## src/rtl/hamming_pkg.sv

```systemverilog
// hamming_pkg: shared Hamming geometry helpers (parity width, code width, bit placement).
// Latency: n/a (constant functions only).
// Backpressure: n/a.
// Macro HAMMING_SECDED_EN adds the overall even-parity bit to the code width.
package hamming_pkg;

  // Smallest r with 2^r >= data_w + r + 1.
  function automatic int calc_par_w(input int data_w);
    int r;
    r = 0;
    for (int i = 7; i >= 1; i--) begin
      if ((1 << i) >= data_w + i + 1) r = i;
    end
    return r;
  endfunction

  // Number of Hamming positions (data + parity, excluding the overall bit).
  function automatic int calc_n(input int data_w);
    return data_w + calc_par_w(data_w);
  endfunction

  // Width of the received codeword.
  function automatic int calc_code_w(input int data_w);
`ifdef HAMMING_SECDED_EN
    return calc_n(data_w) + 1;
`else
    return calc_n(data_w);
`endif
  endfunction

  // Position k (1-based) -> data bit index, or -1 when k holds a parity bit.
  // Data index = positions below k minus the powers of two below k.
  function automatic int pos_para_idx(input int k);
    int idx;
    if ((k & (k - 1)) == 0) return -1;
    idx = k - 1;
    for (int i = 0; i < 8; i++) begin
      if ((1 << i) < k) idx = idx - 1;
    end
    return idx;
  endfunction

endpackage

```

## src/rtl/hamming_sindrome.sv

```systemverilog
// hamming_sindrome: combinational syndrome and overall parity of one codeword.
// Latency: 0 cycles (pure combinational).
// Backpressure: none; caller registers the result.
// Ports: codigo (CODE_W) in; sindrome (PAR_W) and paridade (XOR of all CODE_W bits) out.
module hamming_sindrome
  import hamming_pkg::*;
#(
  parameter int DATA_W = 11,
  localparam int PAR_W = calc_par_w(DATA_W),
  localparam int N = calc_n(DATA_W),
  localparam int CODE_W = calc_code_w(DATA_W)
) (
  input  logic [CODE_W-1:0] codigo,
  output logic [PAR_W-1:0]  sindrome,
  output logic              paridade
);

  // XOR-ing the position numbers of all set bits yields every syndrome bit at once.
  always_comb begin
    sindrome = '0;
    for (int k = 1; k <= N; k++) begin
      if (codigo[k-1]) sindrome = sindrome ^ PAR_W'(k);
    end
    paridade = ^codigo;
  end

endmodule

```

## src/rtl/corrige_hamming_stream.sv

```systemverilog
// corrige_hamming_stream: streaming Hamming decoder with single-error correction and error counters.
// Latency: 2 cycles (stage 1 = word+syndrome, stage 2 = corrected data+flags) with saida_ready high.
// Backpressure: valid/ready; entrada_ready drops only when both stages are full and saida_ready is low.
// Ports: clk, rst (async, active-high); entrada/entrada_valid/entrada_ready upstream;
//        saida/saida_valid/saida_ready, erro_corrigido, erro_duplo, sindrome downstream;
//        limpa_cnt clears cnt_corrigido/cnt_duplo. Macro HAMMING_SECDED_EN enables SECDED.
module corrige_hamming_stream
  import hamming_pkg::*;
#(
  parameter int DATA_W = 11,
  parameter int CNT_W = 16,
  localparam int PAR_W = calc_par_w(DATA_W),
  localparam int N = calc_n(DATA_W),
  localparam int CODE_W = calc_code_w(DATA_W)
) (
  input  logic              clk,
  input  logic              rst,
  input  logic [CODE_W-1:0] entrada,
  input  logic              entrada_valid,
  output logic              entrada_ready,
  output logic [DATA_W-1:0] saida,
  output logic              saida_valid,
  input  logic              saida_ready,
  output logic              erro_corrigido,
  output logic              erro_duplo,
  output logic [PAR_W-1:0]  sindrome,
  input  logic              limpa_cnt,
  output logic [CNT_W-1:0]  cnt_corrigido,
  output logic [CNT_W-1:0]  cnt_duplo
);

  localparam logic [PAR_W-1:0] N_L = PAR_W'(N);

  // Stage 1 keeps only the N Hamming positions; the overall bit is folded into s1_par.
  logic              s1_vld_q, s1_vld_d;
  logic [N-1:0]      s1_cod_q, s1_cod_d;
  logic [PAR_W-1:0]  s1_sind_q, s1_sind_d;
  logic              s1_par_q, s1_par_d;
  logic              s2_vld_q, s2_vld_d;
  logic [DATA_W-1:0] saida_q, saida_d;
  logic              corr_q, corr_d;
  logic              duplo_q, duplo_d;
  logic [PAR_W-1:0]  sind_q, sind_d;
  logic [CNT_W-1:0]  cnt_corr_q, cnt_corr_d;
  logic [CNT_W-1:0]  cnt_dup_q, cnt_dup_d;

  logic [PAR_W-1:0]  sind_c;
  logic              par_c;
  logic              s2_livre;
  logic              flip_en;
  logic              corr_c;
  logic              duplo_c;
  logic [N-1:0]      cod_fix;
  logic [DATA_W-1:0] dado_c;

  hamming_sindrome #(.DATA_W(DATA_W)) u_sindrome (
    .codigo   (entrada),
    .sindrome (sind_c),
    .paridade (par_c)
  );

  assign s2_livre      = ~s2_vld_q | saida_ready;
  assign entrada_ready = saida_ready | ~s2_vld_q | ~s1_vld_q;

  // Classify the stage-1 word and flip the indicated position.
  always_comb begin
    corr_c  = 1'b0;
    duplo_c = 1'b0;
    flip_en = 1'b0;
`ifdef HAMMING_SECDED_EN
    if (s1_sind_q == '0) begin
      // Only the overall parity bit is wrong: data already correct.
      corr_c = s1_par_q;
    end else if (s1_par_q && (s1_sind_q <= N_L)) begin
      corr_c  = 1'b1;
      flip_en = 1'b1;
    end else begin
      duplo_c = 1'b1;
    end
`else
    if (s1_sind_q == '0) begin
      corr_c = 1'b0;
    end else if (s1_sind_q <= N_L) begin
      corr_c  = 1'b1;
      flip_en = 1'b1;
    end else begin
      duplo_c = 1'b1;
    end
`endif
    cod_fix = s1_cod_q;
    if (flip_en) cod_fix = s1_cod_q ^ (N'(1) << (s1_sind_q - 1'b1));
  end

  // Gather data bits from the non-power-of-two positions.
  for (genvar k = 1; k <= N; k++) begin : g_ext
    if (pos_para_idx(k) >= 0) begin : g_dado
      assign dado_c[pos_para_idx(k)] = cod_fix[k-1];
    end
  end

  always_comb begin
    s1_vld_d   = s1_vld_q;
    s1_cod_d   = s1_cod_q;
    s1_sind_d  = s1_sind_q;
    s1_par_d   = s1_par_q;
    s2_vld_d   = s2_vld_q;
    saida_d    = saida_q;
    corr_d     = corr_q;
    duplo_d    = duplo_q;
    sind_d     = sind_q;
    cnt_corr_d = cnt_corr_q;
    cnt_dup_d  = cnt_dup_q;

    if (entrada_ready) begin
      s1_vld_d = entrada_valid;
      if (entrada_valid) begin
        s1_cod_d  = entrada[N-1:0];
        s1_sind_d = sind_c;
        s1_par_d  = par_c;
      end
    end

    // Stage 2 only changes when empty or being drained, so outputs hold while stalled.
    if (s2_livre) begin
      s2_vld_d = s1_vld_q;
      if (s1_vld_q) begin
        saida_d = dado_c;
        corr_d  = corr_c;
        duplo_d = duplo_c;
        sind_d  = s1_sind_q;
      end
    end

    if (limpa_cnt) begin
      cnt_corr_d = '0;
      cnt_dup_d  = '0;
    end else if (s2_vld_q && saida_ready) begin
      if (corr_q && (cnt_corr_q != {CNT_W{1'b1}})) cnt_corr_d = cnt_corr_q + CNT_W'(1);
      if (duplo_q && (cnt_dup_q != {CNT_W{1'b1}})) cnt_dup_d = cnt_dup_q + CNT_W'(1);
    end
  end

  always_ff @(posedge clk or posedge rst) begin
    if (rst) begin
      s1_vld_q   <= 1'b0;
      s1_cod_q   <= '0;
      s1_sind_q  <= '0;
      s1_par_q   <= 1'b0;
      s2_vld_q   <= 1'b0;
      saida_q    <= '0;
      corr_q     <= 1'b0;
      duplo_q    <= 1'b0;
      sind_q     <= '0;
      cnt_corr_q <= '0;
      cnt_dup_q  <= '0;
    end else begin
      s1_vld_q   <= s1_vld_d;
      s1_cod_q   <= s1_cod_d;
      s1_sind_q  <= s1_sind_d;
      s1_par_q   <= s1_par_d;
      s2_vld_q   <= s2_vld_d;
      saida_q    <= saida_d;
      corr_q     <= corr_d;
      duplo_q    <= duplo_d;
      sind_q     <= sind_d;
      cnt_corr_q <= cnt_corr_d;
      cnt_dup_q  <= cnt_dup_d;
    end
  end

  assign saida          = saida_q;
  assign saida_valid    = s2_vld_q;
  assign erro_corrigido = corr_q;
  assign erro_duplo     = duplo_q;
  assign sindrome       = sind_q;
  assign cnt_corrigido  = cnt_corr_q;
  assign cnt_duplo      = cnt_dup_q;

endmodule

```

## config.mk

```make
export PLATFORM = sky130hd
export DESIGN_NAME = corrige_hamming_stream
export DESIGN_NICKNAME = d
export VERILOG_FILES = /design/src/rtl/hamming_pkg.sv /design/src/rtl/hamming_sindrome.sv /design/src/rtl/corrige_hamming_stream.sv
export SDC_FILE = /design/constraint.sdc
export NUM_CORES = 1
export LEC_CHECK = 0
export BUFFER_PORTS_ARGS = -buffer_cell sky130_fd_sc_hd__buf_2
export CORE_MARGIN = 10
export CORE_UTILIZATION = 36
export DETAILED_ROUTE_END_ITERATION = 16
export GPL_TIMING_DRIVEN = 0
export PLACE_DENSITY_LB_ADDON = 0.15
export SYNTH_ARGS = -nofsm -noshare
export SYNTH_HDL_FRONTEND = slang
export SYNTH_SLANG_ARGS = --single-unit
```

## constraint.sdc

```tcl
create_clock -name clk -period 5.8 [get_ports clk]
set_clock_uncertainty 0.15 [all_clocks]
set_input_delay 0.29 -clock clk [delete_from_list [all_inputs] [get_ports clk]]
set_output_delay 0.29 -clock clk [all_outputs]
set_load 0.01 [all_outputs]
```

---- Yosys cells after proc, flatten, opt, wreduce, memory -nomap -nowiden ----
Cells that the tools add are included.
word-level totals
  register bits ........................... 70
  bits in latches ......................... 0
  memory bits (writable) .................. 0
  ROM bits ................................ 0
  input bits .............................. 20
  output and inout bits ................... 51
  word-level logic and storage cells ...... 73
  memories ................................ 0
operators by class
  add/sub/neg operators ................... 3
  multipliers ............................. 0
  div/mod/pow operators ................... 0
  magnitude comparators ................... 1
  eq/ne operators ......................... 2
  shift-type cells ........................ 1
  muxes and demuxes ....................... 26
  bitwise operators ....................... 19
  reductions and logical operators ........ 11
operator list
  operator                 count
  $mux W16                 6
  $add A16 B1 Y16 const B  2
  $mux W4                  8
  $ne A16 B16 Y1 const B   2
  $mux W15                 1
  $shl A1 B4 Y15 const A   1
  $xor A15 B15 Y15         1
  $mux W3                  4
  $not A2 Y2               6
  $not A3 Y3               4
  $reduce_and A2 Y1        4
  $reduce_bool A2 Y1       3
  $mux W1                  5
  $le A4 B4 Y1 const B     1
  $logic_not A4 Y1         1
  $mux W2                  2
  $not A4 Y4               1
  $sub A4 B1 Y4 const B    1
  $logic_and A1 B1 Y1      3
  $not A1 Y1 const A       3
  $not A1 Y1               2
  $or A1 B1 Y1             2

---- Logic depth before layout (Yosys ltp) ----
Gate-level depths: netlist of run 1.
  depth in word-level cells ............... 26
  gate-level depth with buffers ........... 6
  gate-level depth less buffers ........... 5

---- By module ----
From an unflattened synthesis of run 1, not the netlist that was laid out.
second synthesis, totals
  cells, all modules ...................... 273
  area, all modules ....................... 3067.9 um2
by module, submodules not included
  module                  times used  cells each  area an instance (um2)  sequential area each (um2)
  corrige_hamming_stream  1           248         2798.9                  1626.6
  hamming_sindrome        1           25          269.0                   0.0

---- Worst setup path after synthesis of run 1 ----
Ideal clock, no wire load.
  path type ............................... reg-to-reg
  start point ............................. register cnt_corr_q[0] (netlist: cnt_corrigido[0])
  end point ............................... register cnt_corr_q[0] (netlist: cnt_corrigido[0])
  library setup time ...................... 0.125 ns
  data arrival time ....................... 1.666 ns
  required time ........................... 5.525 ns
  path slack .............................. 3.859 ns
  cell stages (with the launch flop) ...... 7
  path buffers ............................ 1
  period minus slack after synthesis ...... 1.941 ns
  cell sequence ........................... dfrtp_1 > ha_1 > inv_1 > nor4b_4 > buf_6 > a21oi_2 > mux2_4
between the ends
  cells in the longest elaborated chain, start to end .. 4
  elaborated cells between the ends (all ways) .. 8
  those cells by class .................... add/sub (1); eq/ne (1); mux (3); reduce/logical (3)
RTL lines
  what                                                      line                           source
  start: declaration                                        corrige_hamming_stream.sv:44   logic [CNT_W-1:0] cnt_corr_q, cnt_corr_d;
  start signal: assignment                                  corrige_hamming_stream.sv:166  cnt_corr_q <= cnt_corr_d;
  $add A16 B1 Y16 / $ne A16 B16 Y1 (equally long branches)  corrige_hamming_stream.sv:138  if (corr_q && (cnt_corr_q != {CNT_W{1'b1}})) cnt_corr_d = cnt_corr_q + CNT_W'(1);
  $mux W16 / $logic_and A1 B1 Y1 (equally long branches)    corrige_hamming_stream.sv:138
  $mux W16 / $reduce_bool A2 Y1 (equally long branches)     -
  $mux W16 / $reduce_and A2 Y1 (equally long branches)      -
Several ways; a longest one is shown, not always the timed one. The select of a mux whose other input is x is not followed.
A chain may end at the register's enable or synchronous reset.

---- Worst setup path after layout of run 1 ----
  start point ............................. register cnt_corr_q[1] (netlist: cnt_corrigido[1])
  end point ............................... register cnt_corr_q[0] (netlist: cnt_corrigido[0])
between the ends
  cells in the longest elaborated chain, start to end .. 4
RTL lines
  what                                 line
  $ne A16 B16 Y1                       corrige_hamming_stream.sv:138
  $logic_and A1 B1 Y1                  corrige_hamming_stream.sv:138
  $reduce_bool A2 Y1 (no source line)  -
  $reduce_and A2 Y1 (no source line)   -
Every way passes these cells.

==> reports/metrics.cfg, run 1 <==
[timing]
hold_viol_final=0
period_needed_ns=2.08
period_share_pct=35.9
rsz0062_at_grt=false
setup_viol=0
max_freq_ghz=0.480
slew_violations=0
timing.setup.tns_ns=0
layout_setup_ws_ns=3.72
max_slew_margin_pct=45.5
worst_pin_slew_ns=0.818

[layout]
nets=385
drive_above_1_share_pct=34.1
register_area_um2=1630
multiInputGateArea_um2=1470
area_growth_pct=23.0
fillers=874
diodes=0
instances_no_fill=477

[cts]
clk_path_buf_depth=2
clkTransAtPathRegs_ns=0.07
numCtsBuffers=9
root_buffer=clkbuf_8
clock_latency_ns=0.35
post_cts_resized=0
cts.sinks=65
cts_tree=built
h-tree-depth=3

[logic_synthesis]
netlist_area_um2=3200
synthCells=283
syn_avg_cell_area_um2=11.3
ys.flop_type=dfrtp_1
yosys_register_bits=65
seq_area_frac_synth_pct=50.9
synthDistinctLibCells=45
yosysWarnings=0
synth-edff-count=0
syn-num-nets=304
yosysTopAreaCell=dfrtp_1
synth_most_common_cell=dfrtp_1
ys_top_cells_by_count=dfrtp_1, nand2_1, nor2b_1
synth.top_cells.by_area=dfrtp_1, mux2_2, xnor2_1
yosys.area.top_type_share_pct=50.9
synthArstFlopShare_pct=100

[global_routing]
grt_max_degree=66
gr-total-overflow=0
antenna_found_initial=0
grt_pass1_wl_um=12600
grt_pass1_vias=2423
track_usage_pct=12.0

[placed_design]
dp_hpwl_um=5360
place.gp.congestion=0.752
pre_cts_ws_ns=3.71
dpl.cell_count=460
place.port_buffers=69

[die]
die-width_um=114
start_util_pct=36.8
core_um2=8680
die_height_um=114
rows=34
pin_count=71
die-area_um2=13000

[route]
drc=0
wl_per_cell_um=15.6
ant_nets=0
via_per_inst=4.87
dr.pass1.iters=4
routed_wl_um=7450
first_iter_violations=78
vias=2325

[worst_setup_path]
startpoint_type=flop
path_class=flop to flop
arrival_ns=2.17
cp_max_fo=10
endpoint_kind=flop
critPathTopFamily=flip-flops
cp_slowest_cell=dfrtp_1
worst-path-buf-inv=2
crit_chain=ha_1 > inv_1 > nor4b_4 > buf_6 > a21oi_2 > mux2_4
critPathRequiredTime_ns=5.89
cpPeakStageDelay_ns=0.40

[run_status]
status=finished clean

[worst_hold_path]
min_path_type=primary input to flop

[job]
drv_cap=0

[pwr]
powerDensity_nw_per_um2=333
peakVddDrop_v=0.000149
leakage_nw=1.83

## final cells by class
type | count | area share, %
timing repair buffer | 70 | 9.04
tap | 108 | 3.44
sequential | 65 | 41.4
inverter | 6 | 0.637
clock buffer | 9 | 3.15
multi-input combinational | 196 | 37.3
clock inverter | 7 | 3.02
buffer | 16 | 2.07
## final timing paths
path                                               from                           end  slack, ns  cells after the start
max reg2reg                cnt_corrigido[1]$_DFFE_PP0P_  cnt_corrigido[0]$_DFFE_PP0P_       3.72                      6
min                                       entrada_valid          s1_vld_q$_DFFE_PP0N_       0.01                      2
max                        cnt_corrigido[1]$_DFFE_PP0P_  cnt_corrigido[0]$_DFFE_PP0P_       3.72                      6
min reg2reg                        saida[2]$_DFFE_PP0P_          saida[2]$_DFFE_PP0P_       0.33                      2
max in group asynchronous                           rst      s1_sind_q[2]$_DFFE_PP0P_       4.46                      3
min in group asynchronous                           rst       s1_cod_q[2]$_DFFE_PP0P_       0.51                      3
## registers in the layout (all words and copies together) (netlist names)
register,flops
saida_valid,1
s1_vld_q,1
s1_cod_q,11
cnt_duplo,16
s1_sind_q,4
erro_corrigido,1
saida,11
sindrome,4
cnt_corrigido,16
## report_power, final
group	internal, mW	switching, mW	leakage, nW
registers	0.516	0.0449	0.840
clock network	0.285	0.192	0.115
logic	0.124	0.148	0.875
## worst register-to-register path, stage by stage (launching register included)
cell	delay, ns
dfrtp_1	0.40
ha_1	0.31
inv_1	0.13
nor4b_4	0.37
buf_6	0.22
a21oi_2	0.09
mux2_4	0.30
## layer usage
| metal | up-vias | global-route usage (%) | part of all wire [%] |
|---|---|---|---|
| met1 | 1110 | 15.3 | 47 |
| met5 | - | 0 | 0 |
| met2 | 56 | 18.3 | 46 |
| met3 | 9 | 4.40 | 6.1 |
| met4 | 0 | 4.26 | 1.0 |
| li1 | 1150 | - | - |
## stage by stage
stage	total power [mW]	hold slack, ns	util, %	cell area (um^2)
3_5_place_dp	0.851	0.318	42.4	3680
4_1_cts	1.33	0.00558	45.3	3930
6_report	1.31	0.0117	45.3	3930
2_1_floorplan	0.744	0.248	-	3200
5_1_grt	1.39	0.00313	45.3	3930
3_3_place_gp	0.846	0.311	42.4	3680
## logic make-up after synthesis
| logic type | after synthesis | synth area share [%] |
|---|---|---|
| xor gates and xnor gates | 31 | 9.36 |
| muxes | 25 | 9.59 |
| adders and majority gates | 1 | 0.391 |
| and+or+nand+nor | 103 | 18.9 |
| other | 1 | 0.117 |
| DFF | 65 | 50.9 |
| buffers and inverters | 22 | 3.25 |
| AOI/OAI and AO/OA | 35 | 7.52 |
## repair_timing
| action | in CTS | in global routing |
|---|---|---|
| hold buffers | 1 | 0 |
| buffers inserted | 0 | 0 |
| endpoints found under the hold margin | 37 | 0 |
## layout by cell type (no fill, tap or decap), drive strengths merged, types with 3 or more instances in the layout
master and instances:
nor3 5, nor2b 24, nand2 28, nor2 9
o21ai 16, bufinv 3, buf 74, nor4bb 4
a21oi 9, dfrtp 65, nand4b 4, nand2b 3
and4 4, clkbuf 20, xor2 9, mux2 24
nand4 8, nand3 4, xnor2 20, inv 6
Power figures use the tool's default switching activity.
==> run 2: changes to the inputs <==
- clock period: 5.8 -> 1.9 ns (I/O delays scaled with it)
==> run 2 against run 1 <==
The flow now finishes with violations (setup timing). Via count up 6.8%. Routed wire length up 6.3%. Sequential power rose to 3.0 times the previous value. Maximum frequency up 6.9%. Register-to-register slack worse by 3.8 ns. Cell area up 8.0%. Count of clock-buffer cells in the layout up 3. Largest power group unchanged. Highest routed layer unchanged.
==> reports/metrics.cfg, run 2 (same netlist as run 1, synthesis figures left out) <==
[layout]
drive_above_1_share_pct=36.8
layout_commonest_cell=buf_2
nets=416
diodes=0
instances_no_fill=507
final_util_pct=48.9
area_growth_pct=32.9
final_cell_mix=buf_2, dfrtp_1, nand2_1
fillers=834

[worst_setup_path]
startpoint_type=flop
critPathRequiredTime_ns=1.98
worst-path-buf-inv=2
critPathTopFamily=simple AND/OR/NAND/NOR gates
cp_max_fo=4
cp_slowest_cell=nor4b_4
crit_chain=ha_4 > inv_1 > nor4b_4 > buf_4 > a21oi_2 > mux2_4
cpPeakStageDelay_ns=0.45
arrival_ns=2.03
endpoint_kind=flop
path_class=flop to flop
r2r_setup_slack_ns=-0.05

[global_routing]
gr-total-overflow=0
track_usage_pct=12.4
grt_pass1_wl_um=13200
antenna_found_initial=0
grt_pass1_vias=2504
grt_max_degree=66

[route]
dr.pass1.iters=4
dr_wl_met3_um=377
routed_wl_um=7920
wl_met2_um=3840
met1_length_um=3550
top_layer=met4
via_per_inst=4.90
wl_per_cell_um=15.6
drc=0
ant_nets=0
first_iter_violations=93
vias=2484

[placed_design]
dpl.cell_count=460
dp_hpwl_um=5420
pre_cts_ws_ns=-0.139
place.port_buffers=69
place.gp.congestion=0.807

[timing]
rsz0062_at_grt=true
hold_viol_final=0
timing.setup.tns_ns=-0.262
layout_setup_ws_ns=-0.0499
slew_violations=0
period_share_pct=103
worst_pin_slew_ns=0.820
max_slew_margin_pct=45.4
max_freq_ghz=0.513
setup_viol=8
period_needed_ns=1.95

[cts]
h-tree-depth=3
clock_latency_ns=0.34
cts_tree=built
clk_path_buf_depth=2
root_buffer=clkbuf_8
numCtsBuffers=9
cts.sinks=65
clkTransAtPathRegs_ns=0.07

[worst_hold_path]
min_path_type=primary input to flop

[run_status]
violations=setup timing
status=complete, but fails checks

[die]
pin_count=71
start_util_pct=36.8
core_um2=8680
die-area_um2=13000
die-width_um=114
die_height_um=114
rows=34

[pwr]
peakVddDrop_v=0.000430
leakage_nw=1.98
powerDensity_nw_per_um2=917

[job]
drv_cap=0

run 2: worst paths after layout:
kind	startpoint	to	cells past startpoint
setup / recovery	cnt_corrigido[0]$_DFFE_PP0P_	cnt_corrigido[3]$_DFFE_PP0P_	6
hold / removal	entrada[7]	s1_sind_q[3]$_DFFE_PP0P_	5
setup reg to reg	cnt_corrigido[0]$_DFFE_PP0P_	cnt_corrigido[3]$_DFFE_PP0P_	6
hold reg to reg	saida[8]$_DFFE_PP0P_	saida[8]$_DFFE_PP0P_	2
max in group asynchronous	rst	cnt_corrigido[10]$_DFFE_PP0P_	3
min in group asynchronous	rst	sindrome[2]$_DFFE_PP0P_	3
run 2: layout make-up:
| cell class | count | area [um^2] | share of cell area, % |
|---|---|---|---|
| inverter | 6 | 25.0 | 0.589 |
| clock buffer | 12 | 145 | 3.42 |
| clock inverter | 3 | 65.1 | 1.53 |
| timing repair buffer | 101 | 629 | 14.8 |
| sequential | 65 | 1630 | 38.4 |
| buffer | 16 | 87.6 | 2.06 |
| tap | 108 | 135 | 3.18 |
| multi-input combinational | 196 | 1530 | 36.0 |
run 2: repair_timing:
item                       CTS  global route
resized for setup            9             7
buffers inserted             9             6
hold endpoints to repair    79             0
setup endpoints to repair    8            18
pin swaps                    9             4
gates cloned                 1             0
hold buffers                16             0
run 2: tightest hold or removal path, cell delays in order:
cell and delay [ns]:
buf_2 0.08, xnor2_1 0.06, xnor2_1 0.13, xnor2_1 0.12
o21ai_0 0.06
run 2: routing by layer:
layer  vias to the layer above  GRT usage, %
li1                       1213             -
met1                      1206          15.4
met2                        53          19.7
met3                        12          3.56
met4                         0          5.26
met5                         -             0
run 2: power by group:
group	switching [mW]	leakage (nW)	internal, mW
logic	0.467	1.04	0.414
clock network	0.535	0.106	0.767
registers	0.132	0.836	1.58
total	1.13	1.98	2.76
run 2: per-stage QoR:
step / power, mW / instance area, um^2 / hold WS (ns)
6_report: 3.89 / 4250 / 0.0975
5_1_grt: 4.12 / 4250 / 0.179
4_1_cts: 3.94 / 4170 / 0.0884
3_5_place_dp: 2.60 / 3690 / 0.160
3_3_place_gp: 2.58 / 3690 / 0.153
2_1_floorplan: 2.27 / 3210 / 0.0534
==> run 3: changes to the inputs <==
- MAX_ROUTING_LAYER: not set -> met4
- PLACE_DENSITY_LB_ADDON: 0.15 -> not set
- REMOVE_ABC_BUFFERS: not set -> 1
==> run 3 against run 2 <==
The flow now finishes without violations. Register-to-register slack better by 0.098 ns. Non-clock buffer count is 25 lower. Power shrank 2.3%. Largest power group unchanged.
==> reports/metrics.cfg, run 3 (same netlist as run 1, synthesis figures left out) <==
[route]
via_per_inst=4.89
routed_wl_um=7390
vias=2362
ant_nets=0
drc=0
dr.pass1.iters=6
first_iter_violations=122
wl_per_cell_um=15.3

[job]
drv_cap=0

[cts]
h-tree-depth=3
clk_path_buf_depth=2
cts_tree=built
root_buffer=clkbuf_8
cts.sinks=65
clock_latency_ns=0.34
numCtsBuffers=9
clkTransAtPathRegs_ns=0.07

[pwr]
power.switching_mw=1.10
clockPowerShare_pct=33.0
total_power_mw=3.80
switching_share_pct=28.9
leakage_nw=1.87
share_comb_of_total_power_pct=20.0
seq_power_share_pct=47.1
intPower_mw=2.70
peakVddDrop_v=0.000549
powerDensity_nw_per_um2=933

[worst_setup_path]
cp_slowest_cell=dfrtp_2
arrival_ns=1.92
critPathTopFamily=flip-flops
critPathRequiredTime_ns=1.97
endpoint_kind=flop
startpoint_type=flop
cpPeakStageDelay_ns=0.45
path_class=flop to flop
crit_chain=and4_4 > nor4b_4 > buf_4 > a2111oi_4 > mux2_4
worst-path-buf-inv=1
cp_max_fo=8

[timing]
period_needed_ns=1.85
slew_violations=0
setup_viol=0
timing.setup.tns_ns=0
period_share_pct=97.5
hold_viol_final=0
worst_pin_slew_ns=0.806
max_slew_margin_pct=46.3
rsz0062_at_grt=true
max_freq_ghz=0.540
layout_setup_ws_ns=0.0480

[layout]
nets=391
design_area_um2=4080
layout_commonest_cell=buf_2
area_growth_pct=27.5
register_area_um2=1640
diodes=0
multiInputGateArea_um2=1520
fillers=830
drive_above_1_share_pct=37.3
final_cell_mix=buf_2, dfrtp_1, nand2_1

[die]
die-width_um=114
rows=34
start_util_pct=36.8
pin_count=71
core_um2=8680
die_height_um=114
die-area_um2=13000

[global_routing]
antenna_found_initial=0
gr-usage-met2_pct=18.6
busiest_layer=met2
use_met1_pct=14.1
grt_use_met3_pct=3.67
grt_pass1_vias=2531
track_usage_pct=11.9
gr-total-overflow=0
grt_max_degree=66
grt_pass1_wl_um=12400

[placed_design]
place.port_buffers=69
place.gp.congestion=0.732
dp_hpwl_um=4880
pre_cts_ws_ns=-0.553
place_area_um2=3600

[run_status]
status=finished clean

[worst_hold_path]
min_path_type=primary input to flop

run 3: cell count changes in the layout (fill, tap and decap cells not counted), moves of 2 or more:
| cell | previous run | this run |
|---|---|---|
| buf_4 | 17 | 8 |
| clkbuf_1 | 12 | 4 |
| dfrtp_1 | 63 | 58 |
| dfrtp_2 | 2 | 7 |
| buf_6 | 3 | 1 |
| dlygate4sd3_1 | 16 | 14 |
run 3: final cells by class:
class                           instances  share of cell area, %
Sequential cell                        65                   40.1
Tap cell                              108                   3.32
Clock buffer                           13                   3.41
Inverter                                6                  0.614
Clock inverter                          3                   1.60
Multi-Input combinational cell        196                   37.3
Timing Repair Buffer                   92                   13.7
run 3: worst paths after layout:
| path | startpoint | to | slack [ns] | cells past startpoint |
|---|---|---|---|---|
| max | cnt_corrigido[2]$_DFFE_PP0P_ | cnt_corrigido[13]$_DFFE_PP0P_ | 0.05 | 5 |
| min | entrada[7] | s1_sind_q[3]$_DFFE_PP0P_ | 0.12 | 5 |
| max reg2reg | cnt_corrigido[2]$_DFFE_PP0P_ | cnt_corrigido[13]$_DFFE_PP0P_ | 0.05 | 5 |
| min reg2reg | saida[3]$_DFFE_PP0P_ | saida[3]$_DFFE_PP0P_ | 0.33 | 2 |
| max in group asynchronous | rst | cnt_corrigido[2]$_DFFE_PP0P_ | 0.69 | 3 |
| min in group asynchronous | rst | cnt_duplo[3]$_DFFE_PP0P_ | 0.33 | 3 |
run 3: worst register-to-register path, stage by stage, from the launching register on:
cell,delay (ns)
dfrtp_2,0.45
and4_4,0.20
nor4b_4,0.15
buf_4,0.15
a2111oi_4,0.32
mux2_4,0.33
run 3: power by group through the flow:
| stage | clock network [mW] | logic, mW | registers [mW] |
|---|---|---|---|
| detailed placement | 0 | 0.737 | 1.82 |
| global route | 1.35 | 0.850 | 1.83 |
| floorplan | 0 | 0.414 | 1.82 |
| global placement | 0 | 0.727 | 1.81 |
| CTS | 1.30 | 0.779 | 1.79 |
| finish | 1.25 | 0.759 | 1.79 |
run 3: layer usage:
layer,part of all wire (%),wire length [um],up-vias
met5,0,0,-
met4,1.4,102,0
met3,5.5,408,10
met2,46,3430,64
met1,47,3450,1125
li1,-,-,1163
run 3: timing repair:
action	CTS	global route
pin swaps	3	1
buffers inserted	9	0
gates resized for setup	15	8
hold buffers	14	0
endpoints found under the hold margin	78	0
endpoints found under the setup margin	16	26
run 3: stage by stage:
stage	hold WS, ns	utilization, %	cells
2_1_floorplan	0.00814	-	267
3_3_place_gp	0.174	41.4	444
3_5_place_dp	0.168	41.5	444
4_1_cts	0.110	46.8	483
5_1_grt	0.145	47.0	483
6_report	0.124	47.0	483
